File: src/rtl/vga_pkg.sv
// -----------------------------------------------------------------------------
// vga_pkg
// Shared constants and types for the VGA dither output block:
//   - CH_W / Q_W        : input colour channel width and quantised width
//   - PMOD_* positions  : bit positions of each signal in the TinyVGA PMOD byte
//                         {hsync,B[0],G[0],R[0],vsync,B[1],G[1],R[1]}
//   - stage1_t          : contents of the first pipeline register
//   - bayer()           : 4x4 ordered-dither threshold table
// -----------------------------------------------------------------------------
package vga_pkg;

   localparam int CH_W = 4;
   localparam int Q_W  = 2;

   localparam int PMOD_HSYNC = 7;
   localparam int PMOD_B0    = 6;
   localparam int PMOD_G0    = 5;
   localparam int PMOD_R0    = 4;
   localparam int PMOD_VSYNC = 3;
   localparam int PMOD_B1    = 2;
   localparam int PMOD_G1    = 1;
   localparam int PMOD_R1    = 0;

   // Pixel as captured by stage 1; only the top two threshold bits matter
   // because the quantiser compares them against the two dropped colour bits.
   typedef struct packed {
      logic [CH_W-1:0] r;
      logic [CH_W-1:0] g;
      logic [CH_W-1:0] b;
      logic            hsync;
      logic            vsync;
      logic            de;
      logic            dither_en;
      logic [1:0]      t_hi;
   } stage1_t;

   // 4x4 Bayer matrix, indexed {row, col}.
   function automatic logic [3:0] bayer(input logic [1:0] row, input logic [1:0] col);
      logic [3:0] t;
      case ({row, col})
         4'd0:    t = 4'd0;
         4'd1:    t = 4'd8;
         4'd2:    t = 4'd2;
         4'd3:    t = 4'd10;
         4'd4:    t = 4'd12;
         4'd5:    t = 4'd4;
         4'd6:    t = 4'd14;
         4'd7:    t = 4'd6;
         4'd8:    t = 4'd3;
         4'd9:    t = 4'd11;
         4'd10:   t = 4'd1;
         4'd11:   t = 4'd9;
         4'd12:   t = 4'd15;
         4'd13:   t = 4'd7;
         4'd14:   t = 4'd13;
         4'd15:   t = 4'd5;
         default: t = 4'd0;
      endcase
      return t;
   endfunction

endpackage

File: src/rtl/vga_dither_ch.sv
// -----------------------------------------------------------------------------
// vga_dither_ch
// Combinational quantiser for one colour channel (4 bits -> 2 bits).
//   c_i         : channel value from stage 1
//   t_hi_i      : top two bits of the Bayer threshold for this pixel
//   dither_en_i : 1 = ordered dither, 0 = plain truncation
//   de_i        : display enable; colour is blanked to 0 when low
//   q_o         : quantised 2-bit channel
// -----------------------------------------------------------------------------
module vga_dither_ch
   import vga_pkg::*;
(
   input  logic [CH_W-1:0] c_i,
   input  logic [1:0]      t_hi_i,
   input  logic            dither_en_i,
   input  logic            de_i,
   output logic [Q_W-1:0]  q_o
);

   logic [2:0] sum_s;

   // Round up when the discarded bits exceed the threshold, saturate at 3.
   always_comb begin
      sum_s = {1'b0, c_i[3:2]};
      q_o   = 2'b00;
      if (dither_en_i && (c_i[1:0] > t_hi_i)) begin
         sum_s = {1'b0, c_i[3:2]} + 3'd1;
      end else begin
         sum_s = {1'b0, c_i[3:2]};
      end
      if (!de_i) begin
         q_o = 2'b00;
      end else if (sum_s > 3'd3) begin
         q_o = 2'b11;
      end else begin
         q_o = sum_s[1:0];
      end
   end

endmodule

File: src/rtl/vga_dither_out.sv
// -----------------------------------------------------------------------------
// vga_dither_out
// Final VGA output stage: 4-bit-per-channel colour is reduced to 2 bits per
// channel with optional (temporally rotating) ordered dither and packed into
// the TinyVGA PMOD byte. Two-stage pipeline; syncs travel with their pixel.
//   clk, reset              : pixel clock, asynchronous active-high reset
//   in_r/in_g/in_b [3:0]    : pixel colour
//   in_hsync, in_vsync      : active-high syncs
//   in_de                   : display enable
//   in_x, in_y [1:0]        : low bits of pixel position
//   dither_en               : 1 = dither, 0 = truncate
//   uo_out [7:0]            : PMOD byte {hs,B0,G0,R0,vs,B1,G1,R1}
//   frame_cnt [7:0]         : frames seen since reset (wraps)
//   frame_tick              : high in the cycle a vsync rising edge is seen
// -----------------------------------------------------------------------------
module vga_dither_out
   import vga_pkg::*;
#(
   parameter int SYNC_INV = 0,
   parameter int TEMPORAL = 1
) (
   input  logic            clk,
   input  logic            reset,
   input  logic [CH_W-1:0] in_r,
   input  logic [CH_W-1:0] in_g,
   input  logic [CH_W-1:0] in_b,
   input  logic            in_hsync,
   input  logic            in_vsync,
   input  logic            in_de,
   input  logic [1:0]      in_x,
   input  logic [1:0]      in_y,
   input  logic            dither_en,
   output logic [7:0]      uo_out,
   output logic [7:0]      frame_cnt,
   output logic            frame_tick
);

   localparam logic       SINV      = (SYNC_INV != 0);
   localparam logic [7:0] SYNC_MASK = 8'((1 << PMOD_HSYNC) | (1 << PMOD_VSYNC));
   // Reset shows idle (deasserted) syncs at the configured polarity.
   localparam logic [7:0] UO_RST    = SINV ? SYNC_MASK : 8'h00;

   logic       vs_prev_q;
   logic [7:0] frame_cnt_q, frame_cnt_d;
   logic       frame_tick_s;
   logic [1:0] f_s, row_s, col_s;
   logic [3:0] t_s;
   stage1_t    s1_q, s1_d;
   logic [Q_W-1:0] q_r_s, q_g_s, q_b_s;
   logic [7:0] uo_q, uo_d;

   // Frame edge detect and counter next state. The tick is combinational so
   // it coincides with the cycle whose pixel still uses the old count.
   always_comb begin
      frame_tick_s = in_vsync & ~vs_prev_q;
      frame_cnt_d  = frame_cnt_q;
      if (frame_tick_s) begin
         frame_cnt_d = frame_cnt_q + 8'd1;
      end else begin
         frame_cnt_d = frame_cnt_q;
      end
   end

   // Stage 1 next state: capture pixel and look up its dither threshold.
   always_comb begin
      f_s   = (TEMPORAL != 0) ? frame_cnt_q[1:0] : 2'b00;
      row_s = in_y + f_s;
      col_s = in_x + f_s;
      t_s   = bayer(row_s, col_s);
      s1_d           = '0;
      s1_d.r         = in_r;
      s1_d.g         = in_g;
      s1_d.b         = in_b;
      s1_d.hsync     = in_hsync;
      s1_d.vsync     = in_vsync;
      s1_d.de        = in_de;
      s1_d.dither_en = dither_en;
      s1_d.t_hi      = t_s[3:2];
   end

   vga_dither_ch u_ch_r (
      .c_i         (s1_q.r),
      .t_hi_i      (s1_q.t_hi),
      .dither_en_i (s1_q.dither_en),
      .de_i        (s1_q.de),
      .q_o         (q_r_s)
   );

   vga_dither_ch u_ch_g (
      .c_i         (s1_q.g),
      .t_hi_i      (s1_q.t_hi),
      .dither_en_i (s1_q.dither_en),
      .de_i        (s1_q.de),
      .q_o         (q_g_s)
   );

   vga_dither_ch u_ch_b (
      .c_i         (s1_q.b),
      .t_hi_i      (s1_q.t_hi),
      .dither_en_i (s1_q.dither_en),
      .de_i        (s1_q.de),
      .q_o         (q_b_s)
   );

   // Stage 2 next state: pack quantised colour and polarity-adjusted syncs.
   always_comb begin
      uo_d             = 8'h00;
      uo_d[PMOD_HSYNC] = s1_q.hsync ^ SINV;
      uo_d[PMOD_B0]    = q_b_s[0];
      uo_d[PMOD_G0]    = q_g_s[0];
      uo_d[PMOD_R0]    = q_r_s[0];
      uo_d[PMOD_VSYNC] = s1_q.vsync ^ SINV;
      uo_d[PMOD_B1]    = q_b_s[1];
      uo_d[PMOD_G1]    = q_g_s[1];
      uo_d[PMOD_R1]    = q_r_s[1];
   end

   // Frame counter and vsync history; history resets high so a vsync that is
   // already asserted when reset releases does not count as a new frame.
   always_ff @(posedge clk or posedge reset) begin
      if (reset) begin
         vs_prev_q   <= 1'b1;
         frame_cnt_q <= 8'h00;
      end else begin
         vs_prev_q   <= in_vsync;
         frame_cnt_q <= frame_cnt_d;
      end
   end

   // Pipeline registers for stage 1 and stage 2.
   always_ff @(posedge clk or posedge reset) begin
      if (reset) begin
         s1_q <= '0;
         uo_q <= UO_RST;
      end else begin
         s1_q <= s1_d;
         uo_q <= uo_d;
      end
   end

   assign uo_out     = uo_q;
   assign frame_cnt  = frame_cnt_q;
   assign frame_tick = frame_tick_s;

endmodule
File: config.mk
export PLATFORM = sky130hd
export DESIGN_NAME = vga_dither_out
export DESIGN_NICKNAME = d
export VERILOG_FILES = /design/src/rtl/vga_pkg.sv /design/src/rtl/vga_dither_ch.sv /design/src/rtl/vga_dither_out.sv
export SDC_FILE = /design/constraint.sdc
export NUM_CORES = 1
export LEC_CHECK = 0
export ABC_AREA = 1
export BUFFER_PORTS_ARGS = -buffer_cell sky130_fd_sc_hd__buf_4
export CAP_MARGIN = 20
export CORE_UTILIZATION = 35
export DETAILED_ROUTE_END_ITERATION = 10
export SLEW_MARGIN = 30
export SYNTH_ARGS = -nofsm -noshare
export SYNTH_HDL_FRONTEND = slang
export SYNTH_SLANG_ARGS = --single-unit
File: constraint.sdc
create_clock -name clk -period 1.67 [get_ports clk]
set_input_delay 0.0835 -clock clk [delete_from_list [all_inputs] [get_ports clk]]
set_output_delay 0.0835 -clock clk [all_outputs]
set_load 0.05 [all_outputs]
# After elaboration in Yosys (flattened, before gate mapping)
# Memory sizes are Yosys's and may differ from the RTL's. A register that Yosys moved wholly into a read port is not among the register bits.
# Index checks and enable logic that the tools add are counted.
[classes]
add_sub_neg = 6
magnitude_cmp = 6
muxes = 9
n_bitwise = 2
n_reduce_logical = 3
[ops]
columns = ["op", "n"]
rows = [
  ["2-bit two-way mux", 6],
  ["2-bit by 1-bit adder with 3-bit output (second input constant)", 3],
  ["3-bit by 2-bit > comparator with 1-bit output (second input constant)", 3],
  ["3-bit two-way mux", 3],
  ["8-bit by 1-bit adder with 8-bit output (second input constant)", 1],
  ["2-bit > comparator", 3],
  ["2-bit adder", 2],
  ["1-bit logical AND", 3],
  ["1-bit bitwise AND", 1],
  ["1-bit NOT", 1],
]
[totals]
regBits = 33
mem_bits_ro = 64
in_bits = 22
output_inout_bits = 17
elab_cells = 37
mem_count = 1
[mem_list]
columns = ["memory", "depth", "word_bits", "rd", "rd_ports_with_merged_regs", "wr", "line_no", "text"]
rows = [
  ["(name not given)", 16, 4, 1, 1, 0, "vga_pkg.sv:40", "case ({row, col})"],
]

# Logic depth before layout (Yosys ltp)
[logic_depth]
word_depth = 6
depth_mapped = 9
depth_no_buf = 9

# By module
# A second synthesis with hierarchy kept.
[unflattened]
cells_unflattened = 154
hier_area_um2 = 1501.4
[by_module_without_submodules]
columns = ["mod", "n_inst", "cells_per_inst", "area_per_inst_um2", "seq_area_each_um2"]
rows = [
  ["vga_dither_out", 1, 82, 1111.1, 877.1],
  ["vga_dither_ch", 3, 24, 130.1, 0.0],
]

# Worst setup path before layout
# Ideal clock, no wire load.
[synth_timing]
path_type = "register to register"
start = "register frame_cnt_q[0] (netlist: frame_cnt[0])"
end = "register frame_cnt_q[4] (netlist: frame_cnt[4])"
setup_ps = 120
t_arrival_ps = 1342
required_ps = 1550
path_slack_ps = 208
stages_incl_launch_ff = 7
n_path_buf = 0
period_less_slack_ps = 1462
cell_sequence = "dfrtp_1 ha_1 nand2_1 nor2_4 nand2_1 nand2_1 nand2_1"
[synth_via]
elab_chain_cells = 1
[synth_lines]
columns = ["item", "line_no", "text"]
rows = [
  ["start: declaration", "vga_dither_out.sv:44", "logic [7:0] frame_cnt_q, frame_cnt_d;"],
  ["start signal: assignment", "vga_dither_out.sv:126", "frame_cnt_q <= frame_cnt_d;"],
  ["8-bit by 1-bit adder with 8-bit output", "vga_dither_out.sv:58", "frame_cnt_d = frame_cnt_q + 8'd1;"],
]
# No other way between the ends.
# A chain may end at the register's enable or synchronous reset.

# Worst setup path in the final report
[layout_timing]
start = "register s1_q[1] (netlist name)"
end = "register uo_q[4] (netlist: uo_out[4])"
[layout_via]
elab_chain_cells = 6
[layout_lines]
columns = ["item", "line_no", "text"]
rows = [
  ["2-bit > comparator (*)", "vga_dither_ch.sv:26", "if (dither_en_i && (c_i[1:0] > t_hi_i)) begin"],
  ["1-bit logical AND (*)", "vga_dither_ch.sv:26", ""],
  ["3-bit two-way mux (*)", "vga_dither_ch.sv:26", ""],
  ["3-bit by 2-bit > comparator with 1-bit output", "vga_dither_ch.sv:33", "end else if (sum_s > 3'd3) begin"],
  ["2-bit two-way mux (*)", "vga_dither_ch.sv:33", ""],
  ["2-bit two-way mux (*)", "vga_dither_ch.sv:31", "if (!de_i) begin"],
  ["via q_r_s[0]", "vga_dither_out.sv:49", "logic [Q_W-1:0] q_r_s, q_g_s, q_b_s;"],
  ["end signal: assignment", "vga_dither_out.sv:137", "uo_q <= uo_d;"],
  ["end: declaration", "vga_dither_out.sv:50", "logic [7:0] uo_q, uo_d;"],
]
# The timed path passes the listed nets; every way through them passes the cells marked *.

==> key figures <==
Outcome
  • Status: completed

Setup path
  • WP data arrival: 1.57 ns
  • Worst Setup Start Kind: register
  • Worst R2R Setup Slack: 0.31 ns
  • CP Data Required Time: 1.88 ns
  • Critical path peak fanout: 3
  • Crit. End Element: register
  • Crit path kind: reg -> reg

Yosys
  • Synth Warn #: 0
  • Synthesis-stage register bit count: 35
  • Synth Cell Area: 1460 um^2
  • Post-synth top cells: nand2_1 (36), dfrtp_1 (34), inv_1 (24)
  • EDFF count, synth: 0
  • Top post-synthesis cells by area: dfrtp_1 (58%), nand2_1 (9.3%), ha_1 (8.6%)
  • FFs w/ async S/R, synth: 100%
  • Yosys top cell by area: dfrtp_1
  • Post-synth top area share: 58.5%
  • Unique cell type count in the Yosys netlist: 14
  • Syn nets: 178
  • Syn avg cell area: 9.97 um^2
  • Post-synthesis cell count: 146
  • Most numerous cell in the Yosys netlist: nand2_1
  • Commonest register cell after synthesis: dfrtp_1
  • Sequential area share after synthesis: 60.3%

Final layout
  • Final Non-Filler Cells: 259
  • Area growth, synth to finish: 42.6%
  • Final instance area: 2080 um^2
  • Fillers: 364
  • Ant. Diodes: 0
  • Fin nets: 240
  • Share of cells above drive strength 1: 24.4%
  • Post-layout util: 51.9%
  • Register area: 877 um^2
  • Area taken by multi-input logic gates: 488 um^2

Routing
  • Initial drt markers: 58
  • Avg WL per Cell: 9.81 um
  • First-pass detailed-route iteration total: 4
  • Top layer in use: met4
  • Drt drc: 0
  • Met2 routed WL: 1260 um
  • Met3 routed WL: 111 um
  • Total Routed Length: 2540 um
  • Via count: 1,081
  • Metal-1 WL: 1130 um
  • DRT antenna net count: 0
  • Vias/cell: 4.17

GRT
  • Maximum number of pins on one net before global-route repair: 36
  • Grt ovf: 0
  • Antenna violations before repair: 0
  • All-Layer GR Usage: 14.2%
  • Vias in the first global route: 1,109
  • First-pass GRT wire length: 4530 um

Timing
  • Achievable Freq: 0.735 GHz
  • Minimum clock period after layout: 1.36 ns
  • Setup_tns: 0 ns
  • Fin Hold WS: 0.105 ns
  • Final setup vio count: 0
  • Slew @ Worst Pin: 0.422 ns
  • Final worst slack: 0.309 ns
  • Final Max Slew Viols: 0
  • RSZ-0062 raised after global routing: false
  • Final Hold Vio Count: 0
  • Slew margin rel.: 71.8%
  • Clk_skew: 0.00423 ns
  • Post-route clock period utilization: 81.5%

Min path
  • Min-Delay Path Class: in -> reg

Die
  • Die H: 66.5 um
  • Die area: 4420 um^2
  • Starting density of the core: 36.4%
  • Top-level port count: 39
  • Core ar.: 4000 um^2
  • Cell Rows: 23
  • Die X: 66.5 um

Clocking
  • Later-pin clock latency in the skew report: 0.28 ns
  • H-tree depth: 2
  • Sink Count: 35
  • Setup Buffers After CTS: 0
  • Clock-pin slew on the worst setup and hold paths: 0.06 ns
  • Inserted Clock Buffers: 5
  • Clock Tree Root: clkbuf_8
  • Maximum root-to-sink buffer count: 2
  • CTS tree: built

Place
  • Final GP Congestion: 0.669
  • Port buffer count: 36
  • Post-DP HPWL: 1790 um
  • Post-DP Area: 1800 um^2
  • DP Cell Count: 233
  • Setup WS pre-CTS: 0.331 ns

Pwr
  • LEAKAGE: 1.09 nW
  • PD cells: 1390 nW/um^2
  • Total power: 2.88 mW
  • Max IR drop VDD: 0.000879 V

Flow run
  • Max_cap viols: 0
==> flip-flops by register name, summed over array words and instances (netlist names) <==
register   cells
frame_cnt      8
vs_prev_q      1
uo_out         8
s1_q          18
==> what timing repair did <==
action,4_1_cts,5_1_grt
resized for setup,0,0
endpoints found under the hold margin,52,0
hold buffers,18,0
==> placed cells by master, fill, tap and decap left out <==
master	netlist	layout
a21oi_1	6	6
buf_4	0	37
clkbuf_1	0	1
clkbuf_8	0	7
dfrtp_1	34	34
dfstp_2	1	1
dlygate4sd3_1	0	18
ha_1	10	10
inv_1	24	24
nand2_1	36	36
nand3_1	8	8
nor2_1	14	14
nor2_2	1	1
nor2_4	2	2
o21ai_0	1	1
or2_2	3	3
xnor2_1	2	2
xor2_1	4	4
==> layer usage <==
layer	GRT usage (%)	vias up
li1	-	564
met1	14.8	487
met2	25.1	27
met3	4.28	3
met4	7.98	0
met5	0	-
==> cell type report <==
cell class,instances,share of cell area (%)
Sequential cell,35,42.3
Multi-Input combinational cell,87,23.5
Timing Repair Buffer,55,22.1
Clock buffer,8,4.82
Inverter,24,4.34
Tap cell,50,3.01
==> path summary, 6_finish.rpt <==
| kind | from | to | depth (start not counted) |
|---|---|---|---|
| worst min register to register | s1_q[4] | uo_out[3] | 0 |
| worst max register to register | s1_q[1] | uo_out[4] | 7 |
| min in group asynchronous | reset | s1_q[12] | 4 |
| max in group asynchronous | reset | vs_prev_q | 4 |
| worst max-delay path | s1_q[1] | uo_out[4] | 7 |
| worst min-delay path | in_x[0] | s1_q[1] | 3 |
==> critical path, cell delays in order (launching register included) <==
cell and delay, ns:
dfrtp_1 0.36, inv_1 0.11, ha_1 0.25, a21oi_1 0.26
nand2_1 0.11, nand2_1 0.07, nand2_1 0.04, nor2_1 0.09
==> where the power goes <==
part | switching, mW | internal (mW)
Clock | 0.282 | 0.376
Combinational | 0.713 | 0.382
Sequential | 0.127 | 0.998
==> cell families after synthesis <==
group | after synthesis | synth area share, %
and+or+nand+nor | 64 | 18.9
buffers and inverters | 24 | 6.19
adders and majority gates | 10 | 8.60
xor gates and xnor gates | 6 | 3.61
AOI/OAI and AO/OA | 7 | 2.41
DFF | 35 | 60.3
(Power assumes the default switching activity.)
